### config.mk
export PLATFORM = sky130hd
export DESIGN_NAME = cluster_centroid_engine
export DESIGN_NICKNAME = d
export VERILOG_FILES = /design/src/rtl/cluster_centroid_pkg.sv /design/src/rtl/cluster_centroid_engine_divider.sv /design/src/rtl/cluster_centroid_engine.sv
export SDC_FILE = /design/constraint.sdc
export NUM_CORES = 2
export LEC_CHECK = 0
export ABC_AREA = 1
export CORE_AREA = 2 2 283 285
export CTS_CLUSTER_SIZE = 28
export DETAILED_ROUTE_END_ITERATION = 6
export DIE_AREA = 0 0 285 287
export PLACE_DENSITY = 0.7
export SLEW_MARGIN = 20
export SYNTH_ARGS = -nofsm -noshare
export SYNTH_HDL_FRONTEND = slang
export SYNTH_SLANG_ARGS = --single-unit
### constraint.sdc
create_clock -name Center_clk -period 4.42 [get_ports Center_clk]
set_input_delay 0.884 -clock Center_clk [delete_from_list [all_inputs] [get_ports Center_clk]]
set_output_delay 0.884 -clock Center_clk [all_outputs]
set_load 0.05 [all_outputs]
### src/rtl/cluster_centroid_pkg.sv
// Shared definitions for the K-means centroid engine: FSM encoding and
// default geometry constants.
package cluster_centroid_pkg;

  localparam int DEF_NUM_CLUSTERS = 8;
  localparam int DEF_COORD_W      = 9;
  localparam int DEF_CNT_W        = 16;

  typedef enum logic [1:0] {
    ST_ACCUM  = 2'd0,
    ST_DIVIDE = 2'd1,
    ST_EMIT   = 2'd2
  } state_e;

endpackage

### src/rtl/cluster_centroid_engine_divider.sv
// Unsigned serial restoring divider: one quotient bit per cycle, DVD_W cycles
// after the load edge. o_done flags the cycle whose edge retires the last bit.
module center_divider
  import cluster_centroid_pkg::*;
#(
  parameter int DVD_W = DEF_COORD_W + DEF_CNT_W,
  parameter int DVS_W = DEF_CNT_W,
  parameter int Q_W   = DEF_COORD_W
) (
  input  logic             clk,
  input  logic             rst_n,
  input  logic             i_start,
  input  logic [DVD_W-1:0] i_dividend,
  input  logic [DVS_W-1:0] i_divisor,
  output logic             o_busy,
  output logic             o_done,
  output logic [Q_W-1:0]   o_quot
);

  localparam int ITER_W = $clog2(DVD_W + 1);

  logic [DVD_W-1:0]  r_quo;
  logic [DVS_W-1:0]  r_rem;
  logic [DVS_W-1:0]  r_dvs;
  logic [ITER_W-1:0] r_iter;
  logic              r_busy;
  logic [DVS_W:0]    w_rem_sh;
  logic [DVS_W:0]    w_diff;

  // Partial remainder stays below the divisor, so one extra bit suffices for the trial subtract.
  assign w_rem_sh = {r_rem, r_quo[DVD_W-1]};
  assign w_diff   = w_rem_sh - {1'b0, r_dvs};

  always_ff @(posedge clk or negedge rst_n) begin
    if (!rst_n) begin
      r_quo  <= '0;
      r_rem  <= '0;
      r_dvs  <= '0;
      r_iter <= '0;
      r_busy <= 1'b0;
    end else if (i_start) begin
      r_quo  <= i_dividend;
      r_rem  <= '0;
      r_dvs  <= i_divisor;
      r_iter <= ITER_W'(DVD_W);
      r_busy <= 1'b1;
    end else if (r_busy) begin
      if (w_diff[DVS_W]) begin
        r_rem <= w_rem_sh[DVS_W-1:0];
        r_quo <= {r_quo[DVD_W-2:0], 1'b0};
      end else begin
        r_rem <= w_diff[DVS_W-1:0];
        r_quo <= {r_quo[DVD_W-2:0], 1'b1};
      end
      r_iter <= r_iter - ITER_W'(1);
      r_busy <= (r_iter != ITER_W'(1));
    end
  end

  assign o_busy = r_busy;
  assign o_done = r_busy && (r_iter == ITER_W'(1));
  assign o_quot = r_quo[Q_W-1:0];

endmodule

### src/rtl/cluster_centroid_engine.sv
// Per-cluster coordinate accumulation over a frame, then serial mean per
// cluster emitted in label order over a valid/ready handshake.
module cluster_centroid_engine
  import cluster_centroid_pkg::*;
#(
  parameter int NUM_CLUSTERS = DEF_NUM_CLUSTERS,
  parameter int LABEL_W      = $clog2(NUM_CLUSTERS),
  parameter int COORD_W      = DEF_COORD_W,
  parameter int CNT_W        = DEF_CNT_W,
  parameter int SUM_W        = COORD_W + CNT_W
) (
  input  logic               Center_clk,
  input  logic               Center_rst,
  input  logic               pt_valid,
  output logic               pt_ready,
  input  logic [LABEL_W-1:0] pt_label,
  input  logic [COORD_W-1:0] pt_x,
  input  logic [COORD_W-1:0] pt_y,
  input  logic               pt_last,
  output logic               ctr_valid,
  input  logic               ctr_ready,
  output logic [LABEL_W-1:0] ctr_label,
  output logic [COORD_W-1:0] ctr_x,
  output logic [COORD_W-1:0] ctr_y,
  output logic [CNT_W-1:0]   ctr_count,
  output logic               ctr_empty,
  output logic               frame_done,
  output logic               err_label,
  output logic               err_sat
);

  state_e                              r_state, w_state_nxt;
  logic [LABEL_W-1:0]                  r_k, w_k_nxt;
  logic                                r_live, r_frame_done, r_err_label, r_err_sat;
  logic [NUM_CLUSTERS-1:0][SUM_W-1:0]  r_sum_x, r_sum_y;
  logic [NUM_CLUSTERS-1:0][CNT_W-1:0]  r_cnt;
  logic [NUM_CLUSTERS-1:0]             w_hit, w_full;
  logic [(1<<LABEL_W)-1:0]             w_lbl_map;
  logic                                w_pt_acc, w_lbl_ok, w_start, w_clear, w_fin;
  logic                                w_emit, w_empty, w_busy, w_done;
  logic                                w_busy_x, w_busy_y, w_done_x, w_done_y;
  logic [SUM_W-1:0]                    w_sx_k, w_sy_k;
  logic [CNT_W-1:0]                    w_cnt_k;
  logic [COORD_W-1:0]                  w_qx, w_qy;

  // Table of in-range labels; avoids a compare that is constant when K is a power of two.
  for (genvar g = 0; g < (1 << LABEL_W); g++) begin : g_lmap
    assign w_lbl_map[g] = (g < NUM_CLUSTERS);
  end

  assign w_lbl_ok = w_lbl_map[pt_label];
  assign pt_ready = r_live && (r_state == ST_ACCUM);
  assign w_pt_acc = pt_valid && pt_ready;

  for (genvar g = 0; g < NUM_CLUSTERS; g++) begin : g_acc
    assign w_hit[g]  = w_pt_acc && (pt_label == LABEL_W'(g));
    assign w_full[g] = &r_cnt[g];

    always_ff @(posedge Center_clk or negedge Center_rst) begin
      if (!Center_rst) begin
        r_sum_x[g] <= '0;
        r_sum_y[g] <= '0;
        r_cnt[g]   <= '0;
      end else if (w_clear && (r_k == LABEL_W'(g))) begin
        r_sum_x[g] <= '0;
        r_sum_y[g] <= '0;
        r_cnt[g]   <= '0;
      end else if (w_hit[g] && !w_full[g]) begin
        r_sum_x[g] <= r_sum_x[g] + SUM_W'(pt_x);
        r_sum_y[g] <= r_sum_y[g] + SUM_W'(pt_y);
        r_cnt[g]   <= r_cnt[g] + CNT_W'(1);
      end
    end
  end

  always_comb begin
    w_sx_k  = '0;
    w_sy_k  = '0;
    w_cnt_k = '0;
    for (int i = 0; i < NUM_CLUSTERS; i++) begin
      if (r_k == LABEL_W'(i)) begin
        w_sx_k  = r_sum_x[i];
        w_sy_k  = r_sum_y[i];
        w_cnt_k = r_cnt[i];
      end
    end
  end

  center_divider #(.DVD_W(SUM_W), .DVS_W(CNT_W), .Q_W(COORD_W)) u_div_x (
    .clk(Center_clk), .rst_n(Center_rst), .i_start(w_start),
    .i_dividend(w_sx_k), .i_divisor(w_cnt_k),
    .o_busy(w_busy_x), .o_done(w_done_x), .o_quot(w_qx)
  );

  center_divider #(.DVD_W(SUM_W), .DVS_W(CNT_W), .Q_W(COORD_W)) u_div_y (
    .clk(Center_clk), .rst_n(Center_rst), .i_start(w_start),
    .i_dividend(w_sy_k), .i_divisor(w_cnt_k),
    .o_busy(w_busy_y), .o_done(w_done_y), .o_quot(w_qy)
  );

  assign w_busy  = w_busy_x | w_busy_y;
  assign w_done  = w_done_x & w_done_y;
  assign w_empty = (w_cnt_k == '0);

  always_comb begin
    w_state_nxt = r_state;
    w_k_nxt     = r_k;
    w_start     = 1'b0;
    w_clear     = 1'b0;
    w_fin       = 1'b0;
    unique case (r_state)
      ST_ACCUM: begin
        if (w_pt_acc && pt_last) begin
          w_state_nxt = ST_DIVIDE;
          w_k_nxt     = '0;
        end
      end
      ST_DIVIDE: begin
        // Empty cluster skips the divider entirely; its mean is forced to zero.
        if (w_empty || w_done) w_state_nxt = ST_EMIT;
        else if (!w_busy)      w_start     = 1'b1;
      end
      ST_EMIT: begin
        if (ctr_ready) begin
          w_clear = 1'b1;
          if (r_k == LABEL_W'(NUM_CLUSTERS - 1)) begin
            w_fin       = 1'b1;
            w_state_nxt = ST_ACCUM;
          end else begin
            w_k_nxt     = r_k + LABEL_W'(1);
            w_state_nxt = ST_DIVIDE;
          end
        end
      end
      default: w_state_nxt = ST_ACCUM;
    endcase
  end

  always_ff @(posedge Center_clk or negedge Center_rst) begin
    if (!Center_rst) begin
      r_state      <= ST_ACCUM;
      r_k          <= '0;
      r_live       <= 1'b0;
      r_frame_done <= 1'b0;
      r_err_label  <= 1'b0;
      r_err_sat    <= 1'b0;
    end else begin
      r_state      <= w_state_nxt;
      r_k          <= w_k_nxt;
      r_live       <= 1'b1;
      r_frame_done <= w_fin;
      if (w_pt_acc && !w_lbl_ok) r_err_label <= 1'b1;
      if (|(w_hit & w_full))     r_err_sat   <= 1'b1;
    end
  end

  assign w_emit     = (r_state == ST_EMIT);
  assign ctr_valid  = w_emit;
  assign ctr_label  = w_emit ? r_k : '0;
  assign ctr_x      = (w_emit && !w_empty) ? w_qx : '0;
  assign ctr_y      = (w_emit && !w_empty) ? w_qy : '0;
  assign ctr_count  = w_emit ? w_cnt_k : '0;
  assign ctr_empty  = w_emit && w_empty;
  assign frame_done = r_frame_done;
  assign err_label  = r_err_label;
  assign err_sat    = r_err_sat;

endmodule

==> key figures <==
Detailed routing
  • Vias: 41700
  • WL/cell: 18.9 um
  • DRC Markers: 0
  • ANT nets after route: 0
  • Initial DRT Pass Iterations: 7
  • Initial drt markers: 3958
  • Post-Route WL: 134 mm
  • Average vias per placed instance: 5.86

Place
  • PortBufs: 67
  • RePlAce Congestion: 0.962
  • Post-Place Setup Slack: 0.256 ns
  • Area after DPL: 45300 um2
  • Hpwl dp: 97.7 mm

Clocking
  • Clock Latency Late Sink: 0.62 ns
  • Hold Buf Count CTS: 0
  • CTS tree: yes
  • Num CTS Buffers: 77
  • Bufs on Longest Clock Path: 3
  • Clk root buf: clkbuf_16
  • Htree depth: 3
  • CTS Sinks: 646
  • Clock transition at path regs: 0.06 ns

Timing
  • Setup-failing EPs final: 0
  • Crit share post-route: 95.0%
  • Slew headroom: 17.5%
  • Unrepaired setup endpoints after global routing: false
  • Worst slew pin tran: 1.22 ns
  • Final setup skew: 0.0225 ns
  • Max Clk Rate: 0.238 GHz
  • Final max-slew violation count: 0
  • Hold Vio Cnt, Final: 0
  • Post-layout min period: 4.20 ns
  • Final worst slack: 0.220 ns
  • Setup TNS: 0 ns

GRT
  • Largest net degree at the start of global routing: 92
  • Grt met3 use: 4.23%
  • Met1 usage: 46.5%
  • Gr ovfl total: 0
  • GRT met2 Usage: 50.8%
  • Initial antenna violation count: 4
  • Overall Global Routing Usage: 32.7%
  • GRT Max-Usage Layer: met2
  • Global-route wire length before repair: 215 mm
  • Vias in the first global route: 39100

Pwr
  • Flop pwr share: 30.1%
  • Final Power: 29.6 mW
  • Clock share of power: 21.7%
  • Switch share: 44.7%
  • Pwr per Cell Area: 617 nW/um2
  • Sw power: 13.2 mW
  • Internal power consumption: 16.4 mW
  • Max rail drop VDD: 0.356 mV
  • Comb pwr share: 48.2%
  • P_leak: 23.1 nW

Critical path
  • Slowest cell delay on critical path: 0.40 ns
  • Worst Reg-to-Reg Cells: 20
  • Critical Path End Type: primary output
  • Crit path kind: register to primary output
  • Crit Path Max Fanout: 15
  • Crit-path leading delay family: simple AND/OR/NAND/NOR gates
  • CP required: 3.54 ns
  • WP data arrival: 3.32 ns
  • Crit path top cell by count: nand2_1
  • Capturing point of the worst reg2reg path: u_div_y.r_iter[2]$_DFFE_PN0P_
  • Cell Chain, Critical Path: inv_1 > ha_1 > buf_4 > nand2_2 > buf_4 > nand3_1 > nand3_1 > nand2_1 > nand2_1 > nor2_1 > nand2_1 > nor2_1 > nand2_4 > nand2_8 > nor2_2 > buf_12
  • Slowest CP cell: dfrtp_1
  • CP bufs+invs: 4
  • Reg2reg setup slack: 0.58 ns
  • Critical Path Source Type: register
  • Start of the worst register-to-register path: r_k[1]$_DFFE_PN0P_

Synthesis
  • Netlist cell types: 61
  • Synth Flop Type: dfrtp_1
  • Mapped Nets: 6218
  • Yosys reg bits: 646
  • Syn_area_per_cell: 7.18 um2
  • Syn. warnings: 0
  • Register area share after synthesis: 37.6%
  • Synthesized cell area: 42900 um2
  • Asr flop ratio synth: 100%
  • Post-synth EDFFs: 0
  • Cells after Synth: 5980

Floorplan
  • Die X-Extent: 285 um
  • Ports: 69
  • Die area: 81800 um2
  • Starting Density: 54.6%
  • Row count: 103
  • Core ar.: 78600 um2
  • Die Ht: 287 um

Cells and area
  • Leading cell type in the layout, fill and taps excluded: nand2_1
  • Synth-to-layout area growth: 11.8%
  • Final nets: 6241
  • Final Cell Area: 48000 um2
  • Share of post-route cells with drive strength above 1: 5.74%
  • Most frequent cells in the layout: nand2_1, inv_1, dfrtp_1, nand3_1, nor2_1

Flow run
  • Max cap viols: 0

Outcome
  • Status: completed

Hold path
  • Min-Delay Path Class: primary input to asynchronous set/reset pin
[sequential cells by signal, summed over array words and instances, names as in the netlist, 2 cells and up]
signal	count
r_sum_x	200
r_sum_y	200
r_cnt	128
u_div_x.r_quo	25
u_div_y.r_quo	25
u_div_x.r_dvs	16
u_div_x.r_rem	16
u_div_y.r_rem	16
u_div_x.r_iter	5
u_div_y.r_iter	5
r_k	3
r_state	2
[kinds of logic (layout without fill, tap and decap cells)]
family,Yosys count,in the layout,share of synthesized area (%)
AO/OA/AOI/OAI,1249,1249,16.9
XOR/XNOR,140,140,2.86
adder cells (fa/ha/maj),212,212,6.49
buffers and inverters,1040,1122,9.24
flip-flops,646,646,37.6
other,2,3,0.0175
AND/OR/NAND/NOR,2691,2692,26.8
[through the flow]
step	util, %	instances	hold slack, ns
floorplan	-	5980	0.447
global placement	57.7	6971	0.467
detailed placement	57.7	6971	0.473
CTS	60.9	7110	0.367
global route	61.1	7113	0.378
finish	61.1	7114	0.338
[cells in the mapped netlist (8+ instances only)]
cell	n	area, um2
nand3_1	505	2530
fa_1	18	360
a21oi_1	469	2350
o21a_1	26	195
xor2_1	113	990
xnor2_1	27	236
a21o_1	9	67.6
nand4_1	125	782
or2_2	16	100
nand2_1	1277	4790
ha_1	194	2430
nor4_1	47	294
nor2_1	525	1970
a211oi_1	36	270
o31ai_1	15	113
o21ai_0	368	1840
buf_2	27	135
o221ai_1	42	368
clkinv_1	8	30.0
dfrtp_1	646	16200
o22ai_1	99	619
a22o_1	8	70.1
inv_1	779	2920
nor3_1	166	831
a31oi_1	26	163
clkbuf_1	186	698
a221oi_1	14	123
buf_1	26	97.6
o211ai_1	85	638
[area by class of cell]
type,instances,area [um2]
Fill cell,7300,30600
Antenna cell,1,2.50
Clock buffer,123,2360
Tap cell,1050,1310
Timing Repair Buffer,190,2040
Inverter,793,2990
Clock inverter,16,164
Multi-Input combinational cell,4295,23000
Sequential cell,646,16200
[timing repair]
| action | 4_1_cts | 5_1_grt |
|---|---|---|
| setup endpoints to repair | 18 | 19 |
| buffers inserted | 0 | 2 |
| gates resized for setup | 4 | 36 |
| pin swaps | 0 | 1 |
| gates cloned | 0 | 1 |
[worst register-to-register path: stages (launching register included)]
cell     delay, ns
dfrtp_1       0.40
inv_1         0.12
ha_1          0.20
buf_4         0.25
nand2_2       0.27
inv_6         0.24
nand2_1       0.07
nand2_1       0.07
inv_1         0.04
nand2_1       0.07
nand2_1       0.05
nand2_1       0.09
nor2_1        0.05
nand2_1       0.05
nor2_1        0.07
nand2_4       0.17
buf_4         0.52
nand3_4       0.45
buf_12        0.32
o21ai_1       0.19
inv_1         0.06
[power groups by stage]
| stage | logic [mW] | clock network [mW] | registers, mW |
|---|---|---|---|
| CTS | 14.0 | 6.52 | 8.87 |
| global route | 16.0 | 6.75 | 9.12 |
| detailed placement | 13.9 | 0 | 8.95 |
| floorplan | 10.0 | 0 | 8.61 |
| global placement | 13.7 | 0 | 8.91 |
| finish | 14.3 | 6.43 | 8.92 |
[worst max path at each step]
stage / cells after the start / end / from / slack [ns]
after CTS: 18 / ctr_y[0] / r_k[1]$_DFFE_PN0P_ / 0.00005
after floorplan: 20 / ctr_x[6] / r_k[2]$_DFFE_PN0P_ / 0.50
after global placement: 15 / r_sum_y[49]$_DFFE_PN0P_ / pt_y[0] / 0.26
final: 16 / ctr_x[5] / r_k[1]$_DFFE_PN0P_ / 0.22
after global routing: 19 / ctr_empty / r_k[1]$_DFFE_PN0P_ / 0.001
after detailed placement: 15 / r_sum_y[45]$_DFFE_PN0P_ / pt_y[0] / 0.26
[per-layer routing]
| layer | wire, um | part of all wire (%) |
|---|---|---|
| met1 | 59500 | 44 |
| met3 | 9480 | 7.1 |
| met2 | 59800 | 45 |
| met4 | 5370 | 4.0 |
| met5 | 14 | 0.010 |
Power figures use the tool's default switching activity.
